[src/rtl/i2s_transmitter.sv]
// I2S frame master and serializer: buffers one L/R pair, emits lrclk/sdout MSB first,
// and flags frames that start with no pair buffered.
module i2s_transmitter #(
   parameter int unsigned DATA_W = 24,
   parameter int unsigned SLOT_W = 32
) (
   input  logic              sclk,
   input  logic              rst_n,
   input  logic              en,
   input  logic [DATA_W-1:0] ldata,
   input  logic [DATA_W-1:0] rdata,
   input  logic              dvalid,
   output logic              dready,
   output logic              lrclk,
   output logic              sdout,
   output logic              underrun
);

   localparam int unsigned CNT_W = $clog2(SLOT_W);
   localparam logic [CNT_W-1:0] CntLast    = CNT_W'(SLOT_W - 1);
   localparam logic [CNT_W-1:0] CntDataEnd = CNT_W'(DATA_W);
   localparam logic [CNT_W-1:0] CntOne     = CNT_W'(1);

   typedef enum logic [1:0] {StIdle, StLeft, StRight} state_e;

   state_e             state_q, state_d;
   logic [CNT_W-1:0]   cnt_q, cnt_d;
   logic               frame_start;
   logic               hold_full_q, hold_full_d;
   logic [DATA_W-1:0]  hold_l_q, hold_l_d, hold_r_q, hold_r_d;
   logic [DATA_W-1:0]  shift_l_q, shift_l_d, shift_r_q, shift_r_d;
   logic [DATA_W-1:0]  word_d;
   logic               lrclk_q, lrclk_d;
   logic               sdout_q, sdout_d;
   logic               underrun_q, underrun_d;

   always_ff @(posedge sclk or negedge rst_n) begin
      if (!rst_n) begin
         state_q <= StIdle;
         cnt_q   <= '0;
      end else begin
         state_q <= state_d;
         cnt_q   <= cnt_d;
      end
   end

   // en is only looked at when a new frame could begin.
   always_comb begin
      state_d     = state_q;
      cnt_d       = cnt_q;
      frame_start = 1'b0;
      unique case (state_q)
         StIdle: begin
            cnt_d = '0;
            if (en) begin
               frame_start = 1'b1;
               state_d     = StLeft;
            end
         end
         StLeft: begin
            if (cnt_q == CntLast) begin
               state_d = StRight;
               cnt_d   = '0;
            end else begin
               cnt_d = cnt_q + CntOne;
            end
         end
         StRight: begin
            if (cnt_q == CntLast) begin
               cnt_d = '0;
               if (en) begin
                  frame_start = 1'b1;
                  state_d     = StLeft;
               end else begin
                  state_d = StIdle;
               end
            end else begin
               cnt_d = cnt_q + CntOne;
            end
         end
         default: begin
            state_d = StIdle;
            cnt_d   = '0;
         end
      endcase
   end

   always_comb begin
      hold_full_d = hold_full_q;
      hold_l_d    = hold_l_q;
      hold_r_d    = hold_r_q;
      shift_l_d   = shift_l_q;
      shift_r_d   = shift_r_q;
      if (frame_start) begin
         if (hold_full_q) begin
            shift_l_d   = hold_l_q;
            shift_r_d   = hold_r_q;
            hold_full_d = 1'b0;
         end else begin
            shift_l_d = '0;
            shift_r_d = '0;
         end
      end else begin
         // The word MSB always drives sdout, so shift once per data bit already sent.
         if (state_q == StLeft && cnt_q != '0) shift_l_d = shift_l_q << 1;
         if (state_q == StRight && cnt_q != '0) shift_r_d = shift_r_q << 1;
      end
      // A pair arriving on the frame-start edge waits for the next frame.
      if (dvalid && !hold_full_q) begin
         hold_l_d    = ldata;
         hold_r_d    = rdata;
         hold_full_d = 1'b1;
      end
   end

   always_comb begin
      word_d     = (state_d == StLeft) ? shift_l_d : shift_r_d;
      lrclk_d    = (state_d == StLeft);
      sdout_d    = (state_d != StIdle) && (cnt_d != '0) && (cnt_d <= CntDataEnd) &&
                   word_d[DATA_W-1];
      underrun_d = frame_start && !hold_full_q;
   end

   always_ff @(posedge sclk or negedge rst_n) begin
      if (!rst_n) begin
         hold_full_q <= 1'b0;
         hold_l_q    <= '0;
         hold_r_q    <= '0;
         shift_l_q   <= '0;
         shift_r_q   <= '0;
         lrclk_q     <= 1'b0;
         sdout_q     <= 1'b0;
         underrun_q  <= 1'b0;
      end else begin
         hold_full_q <= hold_full_d;
         hold_l_q    <= hold_l_d;
         hold_r_q    <= hold_r_d;
         shift_l_q   <= shift_l_d;
         shift_r_q   <= shift_r_d;
         lrclk_q     <= lrclk_d;
         sdout_q     <= sdout_d;
         underrun_q  <= underrun_d;
      end
   end

   assign dready   = !hold_full_q;
   assign lrclk    = lrclk_q;
   assign sdout    = sdout_q;
   assign underrun = underrun_q;

endmodule

[config.mk]
export PLATFORM = sky130hd
export DESIGN_NAME = i2s_transmitter
export DESIGN_NICKNAME = d
export VERILOG_FILES = /design/src/rtl/i2s_transmitter.sv
export SDC_FILE = /design/constraint.sdc
export NUM_CORES = 1
export LEC_CHECK = 0
export ABC_AREA = 1
export CAP_MARGIN = 20
export CELL_PAD_IN_SITES_DETAIL_PLACEMENT = 1
export CELL_PAD_IN_SITES_GLOBAL_PLACEMENT = 1
export CORE_MARGIN = 3
export CORE_UTILIZATION = 25
export DETAILED_ROUTE_END_ITERATION = 6
export GPL_TIMING_DRIVEN = 0
export PLACE_DENSITY_LB_ADDON = 0.15
export SLEW_MARGIN = 5
export SYNTH_ARGS = -nofsm -noshare
export SYNTH_HDL_FRONTEND = slang
export SYNTH_SLANG_ARGS = --single-unit
[constraint.sdc]
create_clock -name sclk -period 2.35 [get_ports sclk]
set_input_delay 0.47 -clock sclk [delete_from_list [all_inputs] [get_ports sclk]]
set_output_delay 0.47 -clock sclk [all_outputs]
set_load 0.005 [all_outputs]
==> report_table.html <==
<table>
<tr><th>Metric</th><th>Value</th></tr>
<tr><th colspan="2">Detailed routing</th></tr>
<tr><td>Routed len/inst</td><td>14.71 um</td></tr>
<tr><td>Post-route antenna net violation count</td><td>0</td></tr>
<tr><td>Number of vias per cell after detailed routing</td><td>4.439</td></tr>
<tr><td>Count of unresolved DRC violations after routing</td><td>0</td></tr>
<tr><td>Via count of the routed design</td><td>3356</td></tr>
<tr><td>Total routed wirelength</td><td>11.12 mm</td></tr>
<tr><td>Drt first pass iters</td><td>4</td></tr>
<tr><td>First DRT Iteration DRCs</td><td>175</td></tr>
<tr><th colspan="2">CTS</th></tr>
<tr><td>Post-cts hold buffer count</td><td>0</td></tr>
<tr><td>Total of cells resized after clock tree synthesis</td><td>0</td></tr>
<tr><td>CTS tree</td><td>built</td></tr>
<tr><td>Number of clock sinks</td><td>107</td></tr>
<tr><td>Register clock-pin slew on the reported worst setup and hold paths</td><td>0.07 ns</td></tr>
<tr><td>Total CTS buffers</td><td>9</td></tr>
<tr><td>Root Driver</td><td>clkbuf_16</td></tr>
<tr><td># H-tree levels</td><td>3</td></tr>
<tr><td>Clock latency on the worst-skew pair</td><td>0.35 ns</td></tr>
<tr><td>Largest buffer count on any clock path</td><td>2</td></tr>
<tr><td>Number of buffers added for setup after CTS</td><td>0</td></tr>
<tr><th colspan="2">Synth</th></tr>
<tr><td>Fraction of post-synthesis cell area in the top cell type by area</td><td>55.79%</td></tr>
<tr><td>Post-synthesis share of cell area spent on and, or, nand and nor gates</td><td>22.73%</td></tr>
<tr><td>Number of different library cells in the post-synthesis netlist</td><td>26</td></tr>
<tr><td>Post-Synthesis Mean Instance Area</td><td>10.67 um2</td></tr>
<tr><td>Synthesized cell area</td><td>4800 um2</td></tr>
<tr><td>Dominant combinational cell family by area after synthesis</td><td>simple AND/OR/NAND/NOR gates</td></tr>
<tr><td>Ys async rst share</td><td>100.0%</td></tr>
<tr><td>Sequential-to-total area share from yosys stat</td><td>55.79%</td></tr>
<tr><td>Count of flip-flops with a built-in enable after synthesis</td><td>0</td></tr>
<tr><td>Post-Syn Nets</td><td>510</td></tr>
<tr><td>Number of synthesized register bits</td><td>107</td></tr>
<tr><td>Complex-gate fraction of the synthesized area</td><td>1.303%</td></tr>
<tr><td>Area share of fa/ha/maj cells after synthesis</td><td>2.086%</td></tr>
<tr><td>Largest cells by area after synthesis</td><td>dfrtp_1, nand3_1, mux2_2</td></tr>
<tr><td>Mux contribution to synthesized area</td><td>12.04%</td></tr>
<tr><td>Top post-synthesis cells by count</td><td>dfrtp_1, nand2_1, nand3_1, mux2_2, inv_1</td></tr>
<tr><td>Xor-xnor portion of the synthesized cell area</td><td>0%</td></tr>
<tr><td>Cell type with the highest aggregate area in the netlist</td><td>dfrtp_1</td></tr>
<tr><td>Main flop type after synthesis</td><td>dfrtp_1</td></tr>
<tr><td>Most numerous cell in the Yosys netlist</td><td>dfrtp_1</td></tr>
<tr><td>Post-Syn Instances</td><td>450</td></tr>
<tr><td>Synthesis warning total</td><td>0</td></tr>
<tr><th colspan="2">Finish</th></tr>
<tr><td>Ant diodes</td><td>0</td></tr>
<tr><td>Core utilization of the finished layout</td><td>32.05%</td></tr>
<tr><td>Share of post-route cells with drive strength above 1</td><td>21.07%</td></tr>
<tr><td>Layout Cell Area excl Fill</td><td>6015 um2</td></tr>
<tr><td>Count of non-filler cells in the finished layout</td><td>756</td></tr>
<tr><td>Layout net count</td><td>577</td></tr>
<tr><td>Synthesis-to-layout area growth</td><td>25.31%</td></tr>
<tr><th colspan="2">GRT</th></tr>
<tr><td>Number of antenna violations at the first check in global routing</td><td>0</td></tr>
<tr><td>Aggregate global-route resource usage</td><td>11.53%</td></tr>
<tr><td>Vias in the first global route</td><td>3626</td></tr>
<tr><td>Maximum number of pins on one net before global-route repair</td><td>58</td></tr>
<tr><td>Global route overflow</td><td>0</td></tr>
<tr><td>First-pass GRT wire length</td><td>18.62 mm</td></tr>
<tr><th colspan="2">Pwr</th></tr>
<tr><td>Static Leak</td><td>2.862 nW</td></tr>
<tr><td>Internal power contribution</td><td>4.862 mW</td></tr>
<tr><td>Share of total power consumed by net switching</td><td>32.27%</td></tr>
<tr><td>Sequential share of power</td><td>43.2%</td></tr>
<tr><td>Power per Cell Area</td><td>1194 nW/um2</td></tr>
<tr><td>Power share of the combinational group</td><td>32.2%</td></tr>
<tr><td>Power Total</td><td>7.179 mW</td></tr>
<tr><td>Switching power of the nets</td><td>2.317 mW</td></tr>
<tr><td>Clock power share</td><td>24.6%</td></tr>
<tr><td>IR Drop Worst-Case VDD</td><td>0.0004208 V</td></tr>
<tr><th colspan="2">Job</th></tr>
<tr><td>Max Cap Violations</td><td>0</td></tr>
<tr><th colspan="2">Timing</th></tr>
<tr><td>Max-slew violation count</td><td>0</td></tr>
<tr><td>Crit share post-route</td><td>87.45%</td></tr>
<tr><td>RSZ-0062 raised after global routing</td><td>false</td></tr>
<tr><td>Final TNS setup</td><td>0 ns</td></tr>
<tr><td>Smallest hold slack</td><td>0.06117 ns</td></tr>
<tr><td>Setup Viol. Count Final</td><td>0</td></tr>
<tr><td>Minimum clock period</td><td>2.055 ns</td></tr>
<tr><td>Number of endpoints with negative hold slack in the final report</td><td>0</td></tr>
<tr><td>Relative slew slack</td><td>66.43%</td></tr>
<tr><td>Worst clock skew on the final layout</td><td>0.005986 ns</td></tr>
<tr><td>Transition at the pin with the smallest max-transition slack</td><td>0.5035 ns</td></tr>
<tr><td>Slack of the critical path</td><td>0.2948 ns</td></tr>
<tr><td>Highest Clock Rate</td><td>486.6 MHz</td></tr>
<tr><th colspan="2">Worst setup path</th></tr>
<tr><td>Crit. End Element</td><td>flip-flop</td></tr>
<tr><td>Length in cells of the worst reg-to-reg path</td><td>11</td></tr>
<tr><td>Maximum fanout along the worst path</td><td>10</td></tr>
<tr><td>Launching element type of the critical path</td><td>flip-flop</td></tr>
<tr><td>Arr. time, crit path</td><td>2.35 ns</td></tr>
<tr><td>Worst EP required</td><td>2.64 ns</td></tr>
<tr><td>Minimum setup slack among reg-to-reg paths</td><td>0.29 ns</td></tr>
<tr><td>Critical Setup Path Class</td><td>reg -&gt; reg</td></tr>
<tr><td>Reg2Reg Launch Point</td><td>cnt_q[0]</td></tr>
<tr><th colspan="2">Placement</th></tr>
<tr><td>Post-DP Area</td><td>5672 um2</td></tr>
<tr><td>Placement-stage worst setup slack</td><td>0.2918 ns</td></tr>
<tr><td>Number of cells after detailed placement</td><td>740</td></tr>
<tr><td>Number of buffer cells added on primary ports</td><td>55</td></tr>
<tr><td>Hpwl dp</td><td>7.996 mm</td></tr>
<tr><td>Routability congestion estimate</td><td>0.7367</td></tr>
<tr><th colspan="2">Min path</th></tr>
<tr><td>Worst min path class</td><td>in -&gt; async</td></tr>
<tr><th colspan="2">Die</th></tr>
<tr><td>Starting density of the core</td><td>25.57%</td></tr>
<tr><td>Horizontal die dimension</td><td>144.6 um</td></tr>
<tr><td>CORE AREA</td><td>18770 um2</td></tr>
<tr><td>Floorplan die area</td><td>20900 um2</td></tr>
<tr><td>Number of standard-cell rows in the floorplan</td><td>50</td></tr>
<tr><td>Die height</td><td>144.6 um</td></tr>
<tr><td>Number of top-level design ports</td><td>56</td></tr>
<tr><th colspan="2">Status</th></tr>
<tr><td>Status</td><td>finished clean</td></tr>
</table>
## per-layer routing
layer / vias up / GRT usage, % / share of wire (%)
met5: - / 0 / 0
met3: 14 / 2.050 / 2.3
met4: 0 / 5.449 / 2.2
met1: 1676 / 15.93 / 50
met2: 40 / 17.53 / 46
li1: 1626 / - / -
## worst max-delay path, stage by stage, from the launching register on
cell	delay, ns
dfrtp_1	0.43
ha_1	0.23
nand2_1	0.08
nor2_1	0.06
ha_1	0.21
a21o_1	0.21
nand2_4	0.13
nand2_1	0.10
inv_1	0.13
buf_2	0.25
nand2_1	0.10
nand3_2	0.07
## worst max-delay path by stage
| stage | startpoint | to | cells past startpoint |
|---|---|---|---|
| 5_1_grt | cnt_q[0] | flip-flop | 11 |
| 2_1_floorplan | cnt_q[0] | flip-flop | 11 |
| 4_1_cts | cnt_q[0] | flip-flop | 11 |
| 3_3_place_gp | rst_n | hold_l_q[18] | 1 |
| 3_5_place_dp | cnt_q[0] | flip-flop | 11 |
| 6_report | cnt_q[0] | flip-flop | 11 |
## power by group through the flow
stage	logic [mW]	registers, mW	clock network, mW
6_report	2.31	3.10	1.77
5_1_grt	2.63	3.21	1.91
4_1_cts	2.39	3.11	1.84
3_5_place_dp	2.38	3.14	0
3_3_place_gp	2.31	3.12	0
2_1_floorplan	1.76	3.00	0
## logic make-up after synthesis
group                      Yosys count
AOI/OAI and AO/OA                    9
adders and majority gates            8
buffers and inverters               49
DFF                                107
muxes                               48
and+or+nand+nor                    229
## cell usage in the layout (no fill, tap or decap), types with 2 or more instances in the layout
| master | netlist | routed |
|---|---|---|
| dfrtp_1 | 107 | 107 |
| nand2_1 | 105 | 105 |
| nand3_1 | 88 | 88 |
| clkdlybuf4s50_1 | 0 | 54 |
| mux2_2 | 35 | 35 |
| inv_1 | 25 | 25 |
| buf_2 | 14 | 14 |
| nand2_2 | 11 | 11 |
| nor2_1 | 10 | 10 |
| mux2_4 | 10 | 10 |
| nand3_2 | 10 | 10 |
| clkbuf_16 | 0 | 9 |
| ha_1 | 8 | 8 |
| buf_6 | 4 | 5 |
| a21oi_1 | 3 | 3 |
| mux2_1 | 3 | 3 |
| bufinv_16 | 0 | 3 |
| buf_12 | 2 | 2 |
| a22o_1 | 2 | 2 |
| nand4_1 | 2 | 2 |
| o211ai_1 | 2 | 2 |
| buf_8 | 2 | 2 |
| clkinv_2 | 0 | 2 |
## final cells by class
type | instances | area [um2]
Fill cell | 2069 | 12750
Timing Repair Buffer | 56 | 579.3
Tap cell | 234 | 292.8
Clock buffer | 11 | 242.7
Buffer | 23 | 192.7
Clock inverter | 5 | 100.1
Inverter | 26 | 97.59
Multi-Input combinational cell | 294 | 1832
Sequential cell | 107 | 2678
No activity file was read; power rests on OpenSTA's default activity.
